## src/rtl/ysyx_23060240_ifu_fetch_pkg.sv

```systemverilog
// Shared core definitions for the instruction fetch unit: state encoding and AXI response codes.
package ysyx_23060240_ifu_fetch_pkg;

  localparam int unsigned XLEN    = 32;
  localparam int unsigned STATE_W = 3;
  localparam int unsigned RESP_W  = 2;

  localparam logic [STATE_W-1:0] ST_IDLE    = 3'd0;
  localparam logic [STATE_W-1:0] ST_AR      = 3'd1;
  localparam logic [STATE_W-1:0] ST_R       = 3'd2;
  localparam logic [STATE_W-1:0] ST_OUT     = 3'd3;
  localparam logic [STATE_W-1:0] ST_WAIT_PC = 3'd4;
  localparam logic [STATE_W-1:0] ST_HALT    = 3'd5;

  localparam logic [RESP_W-1:0] RESP_OKAY = 2'b00;

  typedef enum logic [STATE_W-1:0] {
    S_IDLE    = ST_IDLE,
    S_AR      = ST_AR,
    S_R       = ST_R,
    S_OUT     = ST_OUT,
    S_WAIT_PC = ST_WAIT_PC,
    S_HALT    = ST_HALT
  } fetch_state_e;

endpackage

```

## src/rtl/ysyx_23060240_ifu_fetch.sv

```systemverilog
// Instruction fetch unit: one outstanding AXI-lite read per instruction, hands the word to the IDU
// and waits for the next PC from writeback before issuing the following fetch.
module ysyx_23060240_ifu_fetch
  import ysyx_23060240_ifu_fetch_pkg::*;
#(
  parameter logic [31:0] RESET_PC = 32'h8000_0000
) (
  input  logic        clk,
  input  logic        rst,
  output logic [31:0] maxi_araddr,
  output logic        maxi_arvalid,
  input  logic        maxi_arready,
  input  logic        maxi_rvalid,
  output logic        maxi_rready,
  input  logic [31:0] maxi_rdata,
  input  logic [1:0]  maxi_rresp,
  input  logic        dnpc_valid,
  input  logic [31:0] dnpc,
  input  logic        halt,
  output logic        inst_valid,
  input  logic        inst_ready,
  output logic [31:0] inst,
  output logic [31:0] inst_pc,
  output logic        inst_err,
  output logic [31:0] fetch_cnt
);

  fetch_state_e    state_q, state_d;
  logic [XLEN-1:0] pc_q, pc_d;
  logic [XLEN-1:0] inst_q, inst_d;
  logic [XLEN-1:0] inst_pc_q, inst_pc_d;
  logic [XLEN-1:0] fetch_cnt_q, fetch_cnt_d;
  logic            inst_err_q, inst_err_d;
  logic            arvalid_q, arvalid_d;
  logic            rready_q, rready_d;
  logic            inst_valid_q, inst_valid_d;
  logic            ar_hs, r_hs, inst_hs;

  // Next-state and datapath; handshake strobes are registered as a decode of the next state.
  always_comb begin
    state_d     = state_q;
    pc_d        = pc_q;
    inst_d      = inst_q;
    inst_pc_d   = inst_pc_q;
    inst_err_d  = inst_err_q;
    fetch_cnt_d = fetch_cnt_q;
    ar_hs       = arvalid_q && maxi_arready;
    r_hs        = rready_q && maxi_rvalid;
    inst_hs     = inst_valid_q && inst_ready;

    case (state_q)
      S_IDLE: state_d = S_AR;
      S_AR: begin
        if (ar_hs) state_d = S_R;
      end
      S_R: begin
        if (r_hs) begin
          inst_d      = maxi_rdata;
          inst_pc_d   = pc_q;
          inst_err_d  = (maxi_rresp != RESP_OKAY);
          fetch_cnt_d = fetch_cnt_q + 32'd1;
          state_d     = S_OUT;
        end
      end
      S_OUT: begin
        // A next PC arriving with the handshake skips the WAIT_PC bubble.
        if (inst_hs) begin
          if (dnpc_valid) begin
            pc_d    = dnpc;
            state_d = halt ? S_HALT : S_AR;
          end else begin
            state_d = S_WAIT_PC;
          end
        end
      end
      S_WAIT_PC: begin
        if (dnpc_valid) pc_d = dnpc;
        if (halt) state_d = S_HALT;
        else if (dnpc_valid) state_d = S_AR;
      end
      S_HALT: state_d = S_HALT;
      default: state_d = S_IDLE;
    endcase

    arvalid_d    = (state_d == S_AR);
    rready_d     = (state_d == S_R);
    inst_valid_d = (state_d == S_OUT);
  end

  always_ff @(posedge clk) begin
    if (rst) begin
      state_q      <= S_IDLE;
      pc_q         <= RESET_PC;
      inst_q       <= '0;
      inst_pc_q    <= '0;
      inst_err_q   <= 1'b0;
      fetch_cnt_q  <= '0;
      arvalid_q    <= 1'b0;
      rready_q     <= 1'b0;
      inst_valid_q <= 1'b0;
    end else begin
      state_q      <= state_d;
      pc_q         <= pc_d;
      inst_q       <= inst_d;
      inst_pc_q    <= inst_pc_d;
      inst_err_q   <= inst_err_d;
      fetch_cnt_q  <= fetch_cnt_d;
      arvalid_q    <= arvalid_d;
      rready_q     <= rready_d;
      inst_valid_q <= inst_valid_d;
    end
  end

  assign maxi_araddr  = pc_q;
  assign maxi_arvalid = arvalid_q;
  assign maxi_rready  = rready_q;
  assign inst_valid   = inst_valid_q;
  assign inst         = inst_q;
  assign inst_pc      = inst_pc_q;
  assign inst_err     = inst_err_q;
  assign fetch_cnt    = fetch_cnt_q;

endmodule

```

## config.mk

```make
export PLATFORM = sky130hd
export DESIGN_NAME = ysyx_23060240_ifu_fetch
export DESIGN_NICKNAME = d
export VERILOG_FILES = /design/src/rtl/ysyx_23060240_ifu_fetch_pkg.sv /design/src/rtl/ysyx_23060240_ifu_fetch.sv
export SDC_FILE = /design/constraint.sdc
export NUM_CORES = 1
export LEC_CHECK = 0
export ABC_AREA = 1
export ABC_CLOCK_PERIOD_IN_PS = 1250
export CELL_PAD_IN_SITES_DETAIL_PLACEMENT = 1
export CELL_PAD_IN_SITES_GLOBAL_PLACEMENT = 2
export CORE_UTILIZATION = 21
export DETAILED_ROUTE_END_ITERATION = 8
export PLACE_DENSITY_LB_ADDON = 0.1
export SLEW_MARGIN = 20
export SYNTH_ARGS = -nofsm -noshare
export SYNTH_HDL_FRONTEND = slang
export SYNTH_SLANG_ARGS = --single-unit
export TNS_END_PERCENT = 1
```

## constraint.sdc

```tcl
create_clock -name clk -period 1.25 [get_ports clk]
set_input_delay 0.1875 -clock clk [delete_from_list [all_inputs] [get_ports clk]]
set_output_delay 0.1875 -clock clk [all_outputs]
set_load 0.03 [all_outputs]
```

==> flow_summary.yaml <==
route:
  drt-total-wl_mm: 20.32
  vias: 5790
  wl_per_cell_um: 15.13
  met2_wirelength_mm: 10.16
  routed_via_density: 4.311
  detail_route.drc_violations: 0
  met3WireLength_mm: 1.426
  dr.first_iter.drc_count: 182
  m1WireLength_mm: 8.603
  top_layer_used: "met4"
  detail-route-antenna-nets: 0
  drt_pre_antenna_iters: 4
grt:
  grt_pass1_vias: 6074
  grt_start_max_net_pins: 66
  antenna_found_initial: 0
  globalRouteTotalUtil_pct: 15.80
  grt_pass1_wl_mm: 32.17
  grt-ovfl-total: 0
pwr:
  internal-power_uw: 7452
  combPwrFrac_pct: 6.4
  pwr_density_cell_nw_per_um2: 1078
  sequentialPowerShare_pct: 43.1
  leakagePower_uw: 0.004085
  sw_frac_of_total_pct: 26.12
  peakVddDrop_uv: 573.5
  p_switching_uw: 2635
  power_frac_clock_pct: 50.5
die:
  fp.dieArea_um2: 26090
  pin_count: 205
  row_count: 58
  design.core.area_um2: 25040
  chipWidth_um: 161.5
  initial_cell_density_of_the_core_pct: 21.34
  floorplan.die.height_um: 161.5
yosys:
  top_area_cells_in_the_synthesized_netlist: "sky130_fd_sc_hd__dfxtp_1, sky130_fd_sc_hd__o21ai_0, sky130_fd_sc_hd__nor2_1"
  synth_area_per_cell_um2: 7.537
  synth_area_um2: 5344
  synth_fp_nets: 783
  synth-seq-area-share_pct: 50.57
  post_synth_inst_count: 709
  count_of_distinct_cell_types_in_the_synthesized_netlist: 31
  synth.top_cell.area_share_pct: 50.57
  ys.warnings.count: 0
  total_of_flip_flops_plus_latches_after_synthesis: 135
  synthDominantAreaCellType: "sky130_fd_sc_hd__dfxtp_1"
sta:
  post-route-min-period_ns: 1.512
  final_max_tran_viols: 0
  setup_slack_ns: -0.2620
  maxClockFrequency_mhz: 661.4
  worst_slew_pin_slew_ns: 0.3277
  worst_setup_skew_after_layout_ns: 0.01044
  finalHoldViolations: 0
  ratio_of_final_minimum_period_to_clock_period_pct: 121.0
  tightest_hold_margin_ns: 0.3542
  worst_slew_margin_rel_pct: 78.07
  setup_violating_endpoint_count_in_the_final_report: 134
  grt_setup_unrepaired: "yes"
placed_design:
  place_congestion: 0.7812
  portBuffers: 204
  placed_cells_incl_taps: 1306
  detailed_place_hpwl_mm: 14.90
  placedInstanceArea_um2: 8751
layout:
  areaGrowthSynthToFinish_pct: 75.04
  fill_cells: 2957
  final_cell_area_um2: 9354
  number_of_nets_in_the_final_layout: 1074
  final_common_cell: "sky130_fd_sc_hd__nor2_1"
  antenna_cells_inserted: 0
  drive_gt1_share_pct: 33.46
  utilization_of_the_core_after_routing_pct: 37.36
  most_frequent_cells_in_the_layout: "sky130_fd_sc_hd__nor2_1, sky130_fd_sc_hd__dfxtp_1, sky130_fd_sc_hd__buf_4"
  final_cells: 1343
outcome:
  run_status: "finished, violations left"
  violations_in_the_final_reports: "negative setup slack"
cts:
  cts_h_tree_depth: 4
  sink_count_of_the_clock_tree: 135
  cts_tree: "done"
  cts_made_buffers: 17
  cts.root.buffer_cell: "sky130_fd_sc_hd__clkbuf_16"
  worst_skew_pair.late_latency_ns: 0.42
  hold_buffers: 0
  clk_pin_slew_ns: 0.07
  max-clock-path-buffers: 2
worst_setup_path:
  crit_path_max_incr_delay_ns: 0.36
  cpLargestDelayFamily: "simple AND/OR/NAND/NOR gates"
  path_class: "flip-flop to flip-flop"
  required_ns: 1.58
  crit_fanout: 6
  critical_path.slowest_cell: "sky130_fd_sc_hd__dfxtp_4"
  critical_path.endpoint_type: "flip-flop"
  critical_path.cell_chain: "nand2_4 > buf_6 > nor2_4 > nand2_4 > nor2_4 > buf_4 > nor2_1 > nor3_1"
  worst-endpoint-arrival_ns: 1.85
  crit_buf_inv: 2
  crit_path_start_kind: "flip-flop"
worst_hold_path:
  min_path_type: "primary input to flip-flop"
flow_run:
  cap_viol_max_count: 0
-- metrics by stage --
stage               setup TNS [ns]  setup slack (ns)  power [µW]
floorplan                   -6.808           -0.1344        4695
global placement            -57.75           -0.5735        5110
detailed placement          -61.45           -0.6065        5121
CTS                         -20.71           -0.2582       10320
global route                -34.71           -0.3633       10530
finish                      -20.30           -0.2620       10090
-- cells in the mapped netlist --
master / n
sky130_fd_sc_hd__nor3_1: 8
sky130_fd_sc_hd__nand4_1: 17
sky130_fd_sc_hd__nand3b_2: 1
sky130_fd_sc_hd__nand3_1: 26
sky130_fd_sc_hd__buf_2: 17
sky130_fd_sc_hd__a21o_1: 1
sky130_fd_sc_hd__buf_6: 1
sky130_fd_sc_hd__nand2_2: 1
sky130_fd_sc_hd__a211oi_1: 1
sky130_fd_sc_hd__ha_1: 1
sky130_fd_sc_hd__a31o_2: 1
sky130_fd_sc_hd__buf_4: 1
sky130_fd_sc_hd__o21bai_1: 1
sky130_fd_sc_hd__nor2_1: 117
sky130_fd_sc_hd__nor2_4: 5
sky130_fd_sc_hd__clkinv_1: 2
sky130_fd_sc_hd__inv_2: 4
sky130_fd_sc_hd__nand2_1: 77
sky130_fd_sc_hd__inv_1: 80
sky130_fd_sc_hd__dfxtp_1: 135
sky130_fd_sc_hd__o211ai_1: 1
sky130_fd_sc_hd__nor2_2: 4
sky130_fd_sc_hd__o21ai_0: 104
sky130_fd_sc_hd__a21oi_1: 72
sky130_fd_sc_hd__nor3_2: 1
sky130_fd_sc_hd__xor2_1: 4
sky130_fd_sc_hd__o21ai_1: 5
sky130_fd_sc_hd__xnor2_1: 2
sky130_fd_sc_hd__nand3_2: 2
sky130_fd_sc_hd__nand2_4: 1
sky130_fd_sc_hd__clkbuf_1: 16
-- registers in the layout (all words and copies together), names as in the netlist --
register / cells
inst_valid: 1
fetch_cnt: 32
inst_err: 1
maxi_rready: 1
maxi_araddr: 32
state_q: 3
inst_pc: 32
maxi_arvalid: 1
inst: 32
-- repair_timing --
item	in CTS	in global routing
pin swaps	8	7
cloned	1	0
gates resized for setup	427	51
endpoints found under the setup margin	228	161
buffers inserted	2	2
-- worst reg2reg max path: stages, from the launching register on --
cell                      delay, ns
sky130_fd_sc_hd__dfxtp_4       0.36
sky130_fd_sc_hd__nand2_4       0.06
sky130_fd_sc_hd__buf_6         0.12
sky130_fd_sc_hd__nor2_4        0.24
sky130_fd_sc_hd__nand2_4       0.12
sky130_fd_sc_hd__nor2_4        0.21
sky130_fd_sc_hd__buf_4         0.14
sky130_fd_sc_hd__nor2_1        0.04
sky130_fd_sc_hd__nor3_1        0.13
-- kinds of logic after synthesis --
family | count (synthesis) | synth area share (%)
AOI/OAI and AO/OA | 186 | 17.68
adders and majority gates | 1 | 0.2341
buffers and inverters | 121 | 9.108
and+or+nand+nor | 260 | 21.42
xor gates and xnor gates | 6 | 0.9834
DFF | 135 | 50.57
-- final cells by class --
cell class,instances,area [µm²],area share [%]
Inverter,86,325.3,3.478
Clock inverter,14,150.1,1.605
Tap cell,330,412.9,4.414
Multi-Input combinational cell,453,2267,24.24
Clock buffer,18,450.4,4.815
Sequential cell,135,2774,29.65
Timing Repair Buffer,307,2974,31.80
-- per-layer routing --
layer,vias to the layer above,GRT usage (%)
met5,-,0
met3,10,5.932
met2,115,27.82
li1,2890,-
met1,2775,17.99
met4,0,3.602
-- power by group through the flow --
stage,clock (µW),sequential [µW],combinational (µW)
after floorplan,0,4530,169
after global placement,0,4460,647
after detailed placement,0,4460,657
after CTS,5290,4370,656
after global routing,5470,4350,701
final,5090,4350,647
-- path summary, 6_finish.rpt --
| check | slack [ns] | to | from | cells past startpoint |
|---|---|---|---|---|
| setup / recovery | -0.26 | fetch_cnt[14]$_SDFFE_PP0P_ | maxi_rready$_SDFF_PP0_ | 8 |
| hold / removal | 0.35 | inst[5]$_SDFFE_PP0P_ | maxi_rdata[5] | 3 |
| setup reg to reg | -0.26 | fetch_cnt[14]$_SDFFE_PP0P_ | maxi_rready$_SDFF_PP0_ | 8 |
| hold reg to reg | 0.47 | inst_pc[24]$_SDFFE_PP0P_ | maxi_araddr[24]$_SDFFE_PP0P_ | 2 |
Note: power is estimated with default switching activity, not from simulation.
